$ cat config.mk
export PLATFORM = sky130hd
export DESIGN_NAME = rd_alu_arbiter
export DESIGN_NICKNAME = d
export VERILOG_FILES = /design/src/rtl/rd_alu_arbiter.sv
export SDC_FILE = /design/constraint.sdc
export NUM_CORES = 1
export LEC_CHECK = 0
export BUFFER_PORTS_ARGS = -buffer_cell sky130_fd_sc_hd__buf_4
export CAP_MARGIN = 40
export CORE_AREA = 2 2 114 116
export DETAILED_ROUTE_END_ITERATION = 12
export DIE_AREA = 0 0 116 118
export GPL_ROUTABILITY_DRIVEN = 0
export PLACE_DENSITY = 0.81
export SLEW_MARGIN = 20
export SYNTH_ARGS = -nofsm -noshare
export SYNTH_HDL_FRONTEND = slang
export SYNTH_SLANG_ARGS = --single-unit
$ cat constraint.sdc
create_clock -name clk_i -period 3.2 [get_ports clk_i]
set_input_delay 0.64 -clock clk_i [delete_from_list [all_inputs] [get_ports clk_i]]
set_output_delay 0.64 -clock clk_i [all_outputs]
set_load 0.03 [all_outputs]
$ cat src/rtl/rd_alu_arbiter.sv
// rd_alu_arbiter: round-robin two-requester front end for the shared ALU.
// Issue stage drives the ALU; response stage returns results in grant order.
module rd_alu_arbiter #(
  parameter int XLEN  = 32,
  parameter int TAG_W = 4
) (
  input  logic                   clk_i,
  input  logic                   rst_ni,
  input  logic [1:0]             req_valid_i,
  output logic [1:0]             req_ready_o,
  input  logic [1:0][3:0]        req_op_i,
  input  logic [1:0][XLEN-1:0]   req_a_i,
  input  logic [1:0][XLEN-1:0]   req_b_i,
  input  logic [1:0][TAG_W-1:0]  req_tag_i,
  output logic [3:0]             alu_ctrl_o,
  output logic [XLEN-1:0]        alu_a_o,
  output logic [XLEN-1:0]        alu_b_o,
  input  logic [XLEN-1:0]        alu_result_i,
  output logic [1:0]             rsp_valid_o,
  input  logic [1:0]             rsp_ready_i,
  output logic [XLEN-1:0]        rsp_data_o,
  output logic [TAG_W-1:0]       rsp_tag_o,
  output logic                   rsp_illegal_o
);

  typedef struct packed {
    logic             owner;
    logic [3:0]       op;
    logic [XLEN-1:0]  a;
    logic [XLEN-1:0]  b;
    logic [TAG_W-1:0] tag;
  } iss_t;

  typedef struct packed {
    logic             owner;
    logic [XLEN-1:0]  res;
    logic [TAG_W-1:0] tag;
    logic             ill;
  } rsp_t;

  logic       s1_valid;
  iss_t       s1;
  logic       s2_valid;
  rsp_t       s2;
  logic       rr_ptr;
  logic       s1_free;
  logic       s2_free;
  logic [1:0] gnt;
  logic       gnt_any;
  logic       win;

  assign s2_free = !s2_valid | rsp_ready_i[s2.owner];
  assign s1_free = !s1_valid | s2_free;
  assign gnt_any = |gnt;

  // Pick a winner; both valid falls back to the round-robin pointer
  always_comb begin
    gnt = 2'b00;
    win = 1'b0;
    if (s1_free) begin
      unique case (req_valid_i)
        2'b01:   win = 1'b0;
        2'b10:   win = 1'b1;
        2'b11:   win = rr_ptr;
        default: win = 1'b0;
      endcase
      if (|req_valid_i)
        gnt = win ? 2'b10 : 2'b01;
    end
  end

  // Pointer moves to the loser only when a grant is taken
  always_ff @(posedge clk_i or negedge rst_ni) begin
    if (!rst_ni)
      rr_ptr <= 1'b0;
    else if (gnt_any)
      rr_ptr <= ~win;
  end

  // Issue stage: load winner, or go empty when free with no grant
  always_ff @(posedge clk_i or negedge rst_ni) begin
    if (!rst_ni) begin
      s1_valid <= 1'b0;
      s1       <= '0;
    end else if (gnt_any) begin
      s1_valid <= 1'b1;
      s1.owner <= win;
      s1.op    <= req_op_i[win];
      s1.a     <= req_a_i[win];
      s1.b     <= req_b_i[win];
      s1.tag   <= req_tag_i[win];
    end else if (s1_free) begin
      s1_valid <= 1'b0;
    end
  end

  // Response stage: capture ALU result as the issue stage advances
  always_ff @(posedge clk_i or negedge rst_ni) begin
    if (!rst_ni) begin
      s2_valid <= 1'b0;
      s2       <= '0;
    end else if (s1_valid && s2_free) begin
      s2_valid <= 1'b1;
      s2.owner <= s1.owner;
      s2.res   <= alu_result_i;
      s2.tag   <= s1.tag;
      s2.ill   <= (s1.op == 4'b1111);
    end else if (s2_free) begin
      s2_valid <= 1'b0;
    end
  end

  // Output drive straight from stage registers
  always_comb begin
    req_ready_o    = gnt;
    alu_ctrl_o     = s1.op;
    alu_a_o        = s1.a;
    alu_b_o        = s1.b;
    rsp_valid_o[0] = s2_valid & ~s2.owner;
    rsp_valid_o[1] = s2_valid & s2.owner;
    rsp_data_o     = s2.res;
    rsp_tag_o      = s2.tag;
    rsp_illegal_o  = s2.ill;
  end

endmodule
Word-level counts from Yosys, hierarchy flattened
Cells that the tools add are included.
{"block": "totals", "reg_bits": 114, "input_bits": 182, "output_inout_bits": 109}
{"block": "op_classes", "n_lt_le_gt_ge": 2, "n_eq_ne": 3, "n_mux": 20, "n_bitwise": 6, "reduce_logical": 7}
{"operator": "32-bit 2-to-1 mux", "count": 4}
{"operator": "4-bit 2-to-1 mux", "count": 4}
{"operator": "1-bit 2-to-1 mux", "count": 8}
{"operator": "2-bit 2-to-1 mux", "count": 3}
{"operator": "2-bit == test (second input constant)", "count": 2}
{"operator": "4-bit == test (second input constant)", "count": 1}
{"operator": "1-bit by 2-bit < comparator with 1-bit output (second input constant)", "count": 2}
{"operator": "2-bit nonzero test", "count": 2}
{"operator": "2-bit OR reduction", "count": 2}
{"operator": "1-bit AND", "count": 2}
{"operator": "1-bit logical NOT", "count": 2}
{"operator": "1-bit inverter", "count": 2}
{"operator": "1-bit OR", "count": 2}
{"operator": "1-bit one-hot mux with 2 select lines", "count": 1}
{"operator": "1-bit logical AND", "count": 1}

Longest topological paths before layout
{"block": "depth", "word_depth": 10, "ltp_mapped": 5, "ltp_nobuf": 3}

Worst setup path after synthesis
Ideal clock, no wire load.
{"block": "synth_timing", "path_type": "input to output", "start": "input req_valid_i[0]", "end": "output req_ready_o[1]", "t_arrival_ns": 1.779, "required_time_ns": 2.560, "path_slack_ns": 0.781, "path_stages": 4, "path_cell_list": "nor2b_1 -> buf_2 -> clkbuf_1 -> nor3_1"}
{"block": "synth_between", "elab_chain_len": 6, "word_cells_on_any_way": 8, "classes_between": "2 x eq/ne; 5 x mux; 1 x reduce/logical"}
{"item": "start, declared", "line": "9", "rtl": "input logic [1:0] req_valid_i,"}
{"item": "2-bit == test", "line": "61", "rtl": "unique case (req_valid_i)"}
{"item": "1-bit one-hot mux with 2 select lines", "line": "61"}
{"item": "1-bit 2-to-1 mux", "line": "60", "rtl": "if (s1_free) begin"}
{"item": "2-bit 2-to-1 mux", "line": "68", "rtl": "gnt = win ? 2'b10 : 2'b01;"}
{"item": "2-bit 2-to-1 mux (*)", "line": "67", "rtl": "if (|req_valid_i)"}
{"item": "2-bit 2-to-1 mux (*)", "line": "60"}
{"item": "end, declared", "line": "10", "rtl": "output logic [1:0] req_ready_o,"}
Mark *: on every way between the ends. The rest lies on a longest branch, timed or not. The select of a mux whose other input is x is not followed.

Final worst setup path
{"block": "layout_timing", "start": "register s2[37] (netlist bit)", "end": "output req_ready_o[1]"}
{"block": "layout_between", "elab_chain_len": 5}
{"item": "start, declared", "line": "44", "rtl": "rsp_t s2;"}
{"item": "1-bit 2-to-1 mux (not written as such) (2 in series)", "line": "52", "rtl": "assign s2_free = !s2_valid | rsp_ready_i[s2.owner];"}
{"item": "1-bit OR", "line": "52"}
{"item": "1-bit OR", "line": "53", "rtl": "assign s1_free = !s1_valid | s2_free;"}
{"item": "2-bit 2-to-1 mux", "line": "60"}
Every way passes these cells. The select of a mux whose other input is x is not followed.

==> results.rst <==
.. list-table::
   :header-rows: 1

   * - Metric
     - Value
   * - Synthesized area per cell
     - 12.2 sq um
   * - Area grow syn2layout
     - 36.2%
   * - Static Leak
     - 0.00354 uW
   * - Worst slew slack as a fraction of its limit
     - 48.6%
   * - Count of buffering cells on the critical path with inverters included
     - 1
   * - Storage element area
     - 2850 sq um
   * - DP HPWL
     - 11.2 mm
   * - Setup violators final
     - 0
   * - Endpoint of the most critical register-to-register path
     - alu_b_o[7]
   * - Routed via count
     - 4,501
   * - WL per Instance
     - 18.5 um
   * - Clock H-tree levels
     - 4
   * - Achievable Freq
     - 407 MHz
   * - Post-detailed-route via-to-cell ratio
     - 5.46
   * - Pin count of the biggest net entering global routing
     - 75
   * - Share of the cycle needed by the critical path after routing
     - 76.8%
   * - Smallest hold slack
     - 0.140 ns
   * - Die outline width
     - 116 um
   * - Worst reg2reg path depth
     - 4
   * - Max-cap violations
     - 0
   * - Routed Wire Length
     - 15.3 mm
   * - Register bit count reported by yosys
     - 114
   * - Cell count along the critical path
     - 4
   * - Number of flops mapped to enable cells by yosys
     - 0
   * - Crit path cell chain
     - mux2_2 > nor2_1 > nor3_1 > buf_4
   * - Minimum clock period
     - 2.46 ns
   * - Startpoint types
     - flop
   * - Prevailing post-synth register cell
     - dfrtp_1
   * - RSZ-0062 raised after global routing
     - false
   * - Slew at the pin closest to its max-slew limit
     - 0.771 ns
   * - Starting Density
     - 46.0%
   * - Critical path startpoint
     - s2[37]
   * - Setup slack of the worst register-to-register path
     - 0.99 ns
   * - Post-route DRC violation count
     - 0
   * - Worst hold-check path type
     - in2async
   * - Ratio of total power to cell area
     - 1030 nW/um^2
   * - Worst endpoint required time
     - 2.56 ns
   * - Initial antenna violation count
     - 0
   * - Hold Vio Cnt, Final
     - 0
   * - Clock latency reported for the late side of the worst-skew pair
     - 0.39 ns
   * - Fraction of layout cells with a size suffix above 1
     - 55.7%
   * - TritonCTS Buffers
     - 17
   * - Area of the multi-input gates
     - 1910 sq um
   * - Post-DRT Antenna Nets
     - 0
   * - CTS Hold Bufs
     - 0
   * - Final net count
     - 821
   * - Kind of end point of the critical path
     - primary output
   * - Maximum single-stage delay on the critical path
     - 0.44 ns
   * - Post-layout worst setup margin
     - 0.743 ns
   * - Area of the die
     - 13,700 sq um
   * - Clock transition time at the flip-flop clock pins of the worst setup and hold paths
     - 0.05 ns
   * - Number of global-route vias before repair
     - 4,668
   * - Root buffer cell
     - clkbuf_16
   * - Synth Warn #
     - 0
   * - Cells after synthesis
     - 467
   * - Number of non-filler instances in the completed layout
     - 824
   * - Slowest stage cell on the critical path
     - dfrtp_1
   * - Total Neg Setup Slack
     - 0 ns
   * - Height of the chip
     - 118 um
   * - I/O Buffers
     - 290
   * - CP arrival
     - 1.82 ns
   * - Placeable core region
     - 12,400 sq um
   * - Maximum fanout count along the critical path
     - 5
   * - Max Clock Skew
     - 0.00724 ns
   * - Wire length of the first global-routing pass
     - 23.8 mm
   * - Fill cell count
     - 968
   * - Remaining global-route overflow
     - 0
   * - Fraction of the yosys area taken by sequential cells
     - 50.0%
   * - Count of cell types in the netlist
     - 30
   * - Number of buffers between clock root and the deepest sink
     - 2
   * - Worst setup path end
     - req_ready_o[1]
   * - Family with the most delay on the worst path
     - flip-flops
   * - Router iterations before antenna repair
     - 4
   * - Synthesized netlist net count
     - 649
   * - Drt initial violations
     - 201
   * - Cell Rows
     - 41
   * - Max-slew violation count
     - 0
   * - Count of antenna diodes in the layout
     - 0
   * - Worst Setup Slack post-DPL
     - 0.758 ns
   * - I/O Pins
     - 291
   * - Number of clock sinks
     - 114
   * - TritonCTS clock tree
     - done
   * - Worst supply voltage drop on vdd
     - 0.492 mV
   * - Crit path kind
     - reg2out
   * - Number of cells after detailed placement
     - 792
   * - FFs w/ async S/R, synth
     - 100%
   * - Overall Global Routing Usage
     - 22.4%
   * - Outcome
     - completed
   * - Launching point of the worst reg2reg path
     - s2[37]
   * - Setup bufs post-CTS
     - 0
   * - Post_cts resized
     - 0
   * - Netlist area before placement
     - 5710 sq um
[final cells by class]
type	count	area share (%)
Tap cell	172	2.77
Clock buffer	21	5.67
Timing Repair Buffer	299	29.4
Clock inverter	11	0.853
Sequential cell	114	36.7
Multi-Input combinational cell	205	24.5
Inverter	2	0.0966
[worst reg2reg max path: stages (launching register included)]
cell	delay, ns
dfrtp_1	0.44
mux2i_2	0.52
nand2_2	0.48
buf_4	0.44
a2bb2oi_1	0.25
[worst min path at each step]
stage,from,end,cells past startpoint
finish,rst_ni,rsp_data_o[22],1
global route,rst_ni,rsp_data_o[11],1
CTS,rst_ni,rsp_data_o[22],1
detailed placement,rsp_data_o[23],rsp_data_o[23],1
global placement,rsp_data_o[28],rsp_data_o[28],1
floorplan,rst_ni,alu_a_o[0],0
[cell usage after synthesis, types with 2 or more instances]
cell,count,area share (%)
nor2_1,3,0.20
mux2_4,10,2.6
buf_2,9,0.79
mux2_1,9,1.8
nor2b_1,2,0.22
and2_1,2,0.22
dfrtp_1,114,50
mux2_2,19,3.7
buf_6,2,0.39
a2bb2oi_1,71,11
clkbuf_1,30,2.0
nand2_1,3,0.20
buf_4,105,14
inv_1,2,0.13
o32ai_1,71,11
[stage by stage]
| stage | util, % | total power, uW | area (sq um) |
|---|---|---|---|
| 6_report | 62.6 | 8020 | 7770 |
| 5_1_grt | 62.6 | 8410 | 7770 |
| 4_1_cts | 62.6 | 8090 | 7770 |
| 3_5_place_dp | 58.5 | 6460 | 7260 |
| 3_3_place_gp | 58.5 | 6350 | 7260 |
| 2_1_floorplan | - | 5720 | 5710 |
[registers in the layout (all words and copies together), names as in the netlist]
register       count
alu_a_o           32
alu_b_o           32
rsp_data_o        32
s1                 5
alu_ctrl_o         4
rsp_tag_o          4
rr_ptr             1
rsp_illegal_o      1
s1_valid           1
s2                 1
s2_valid           1
[cells in the final DEF, fill, tap and decap left out, drive strengths merged, types with 3 or more instances in the layout]
cell type,n
buf,299
dfrtp,114
o32ai,71
nor2,3
nand2,3
clkinvlp,3
a2bb2oi,71
clkbuf,21
mux2,38
clkinv,8
[power by group]
| part | switching (uW) | internal (uW) | total (uW) | leakage [uW] |
|---|---|---|---|---|
| Clock | 624 | 977 | 1600 | 0.000246 |
| Combinational | 2240 | 1690 | 3930 | 0.00202 |
| Sequential | 417 | 2080 | 2490 | 0.00127 |
| Total | 3280 | 4740 | 8020 | 0.00354 |
[kinds of logic (layout without fill, tap and decap cells)]
kind of cell           after synthesis  after routing  share of synthesized area (%)
AO/OA/AOI/OAI                      151            151                           23.1
buffers and inverters              148            333                           17.1
flip-flops                         114            114                           50.0
multiplexers                        40             40                           8.57
AND/OR/NAND/NOR                     14             14                           1.23
[routing by layer]
| metal | track usage [%] | wire [um] | share of wire, % |
|---|---|---|---|
| met4 | 8.48 | 382 | 2.5 |
| met2 | 38.7 | 7920 | 52 |
| met5 | 0 | 0 | 0 |
| met3 | 5.46 | 1070 | 7.0 |
| met1 | 26.6 | 5880 | 39 |
(Power assumes the default switching activity.)
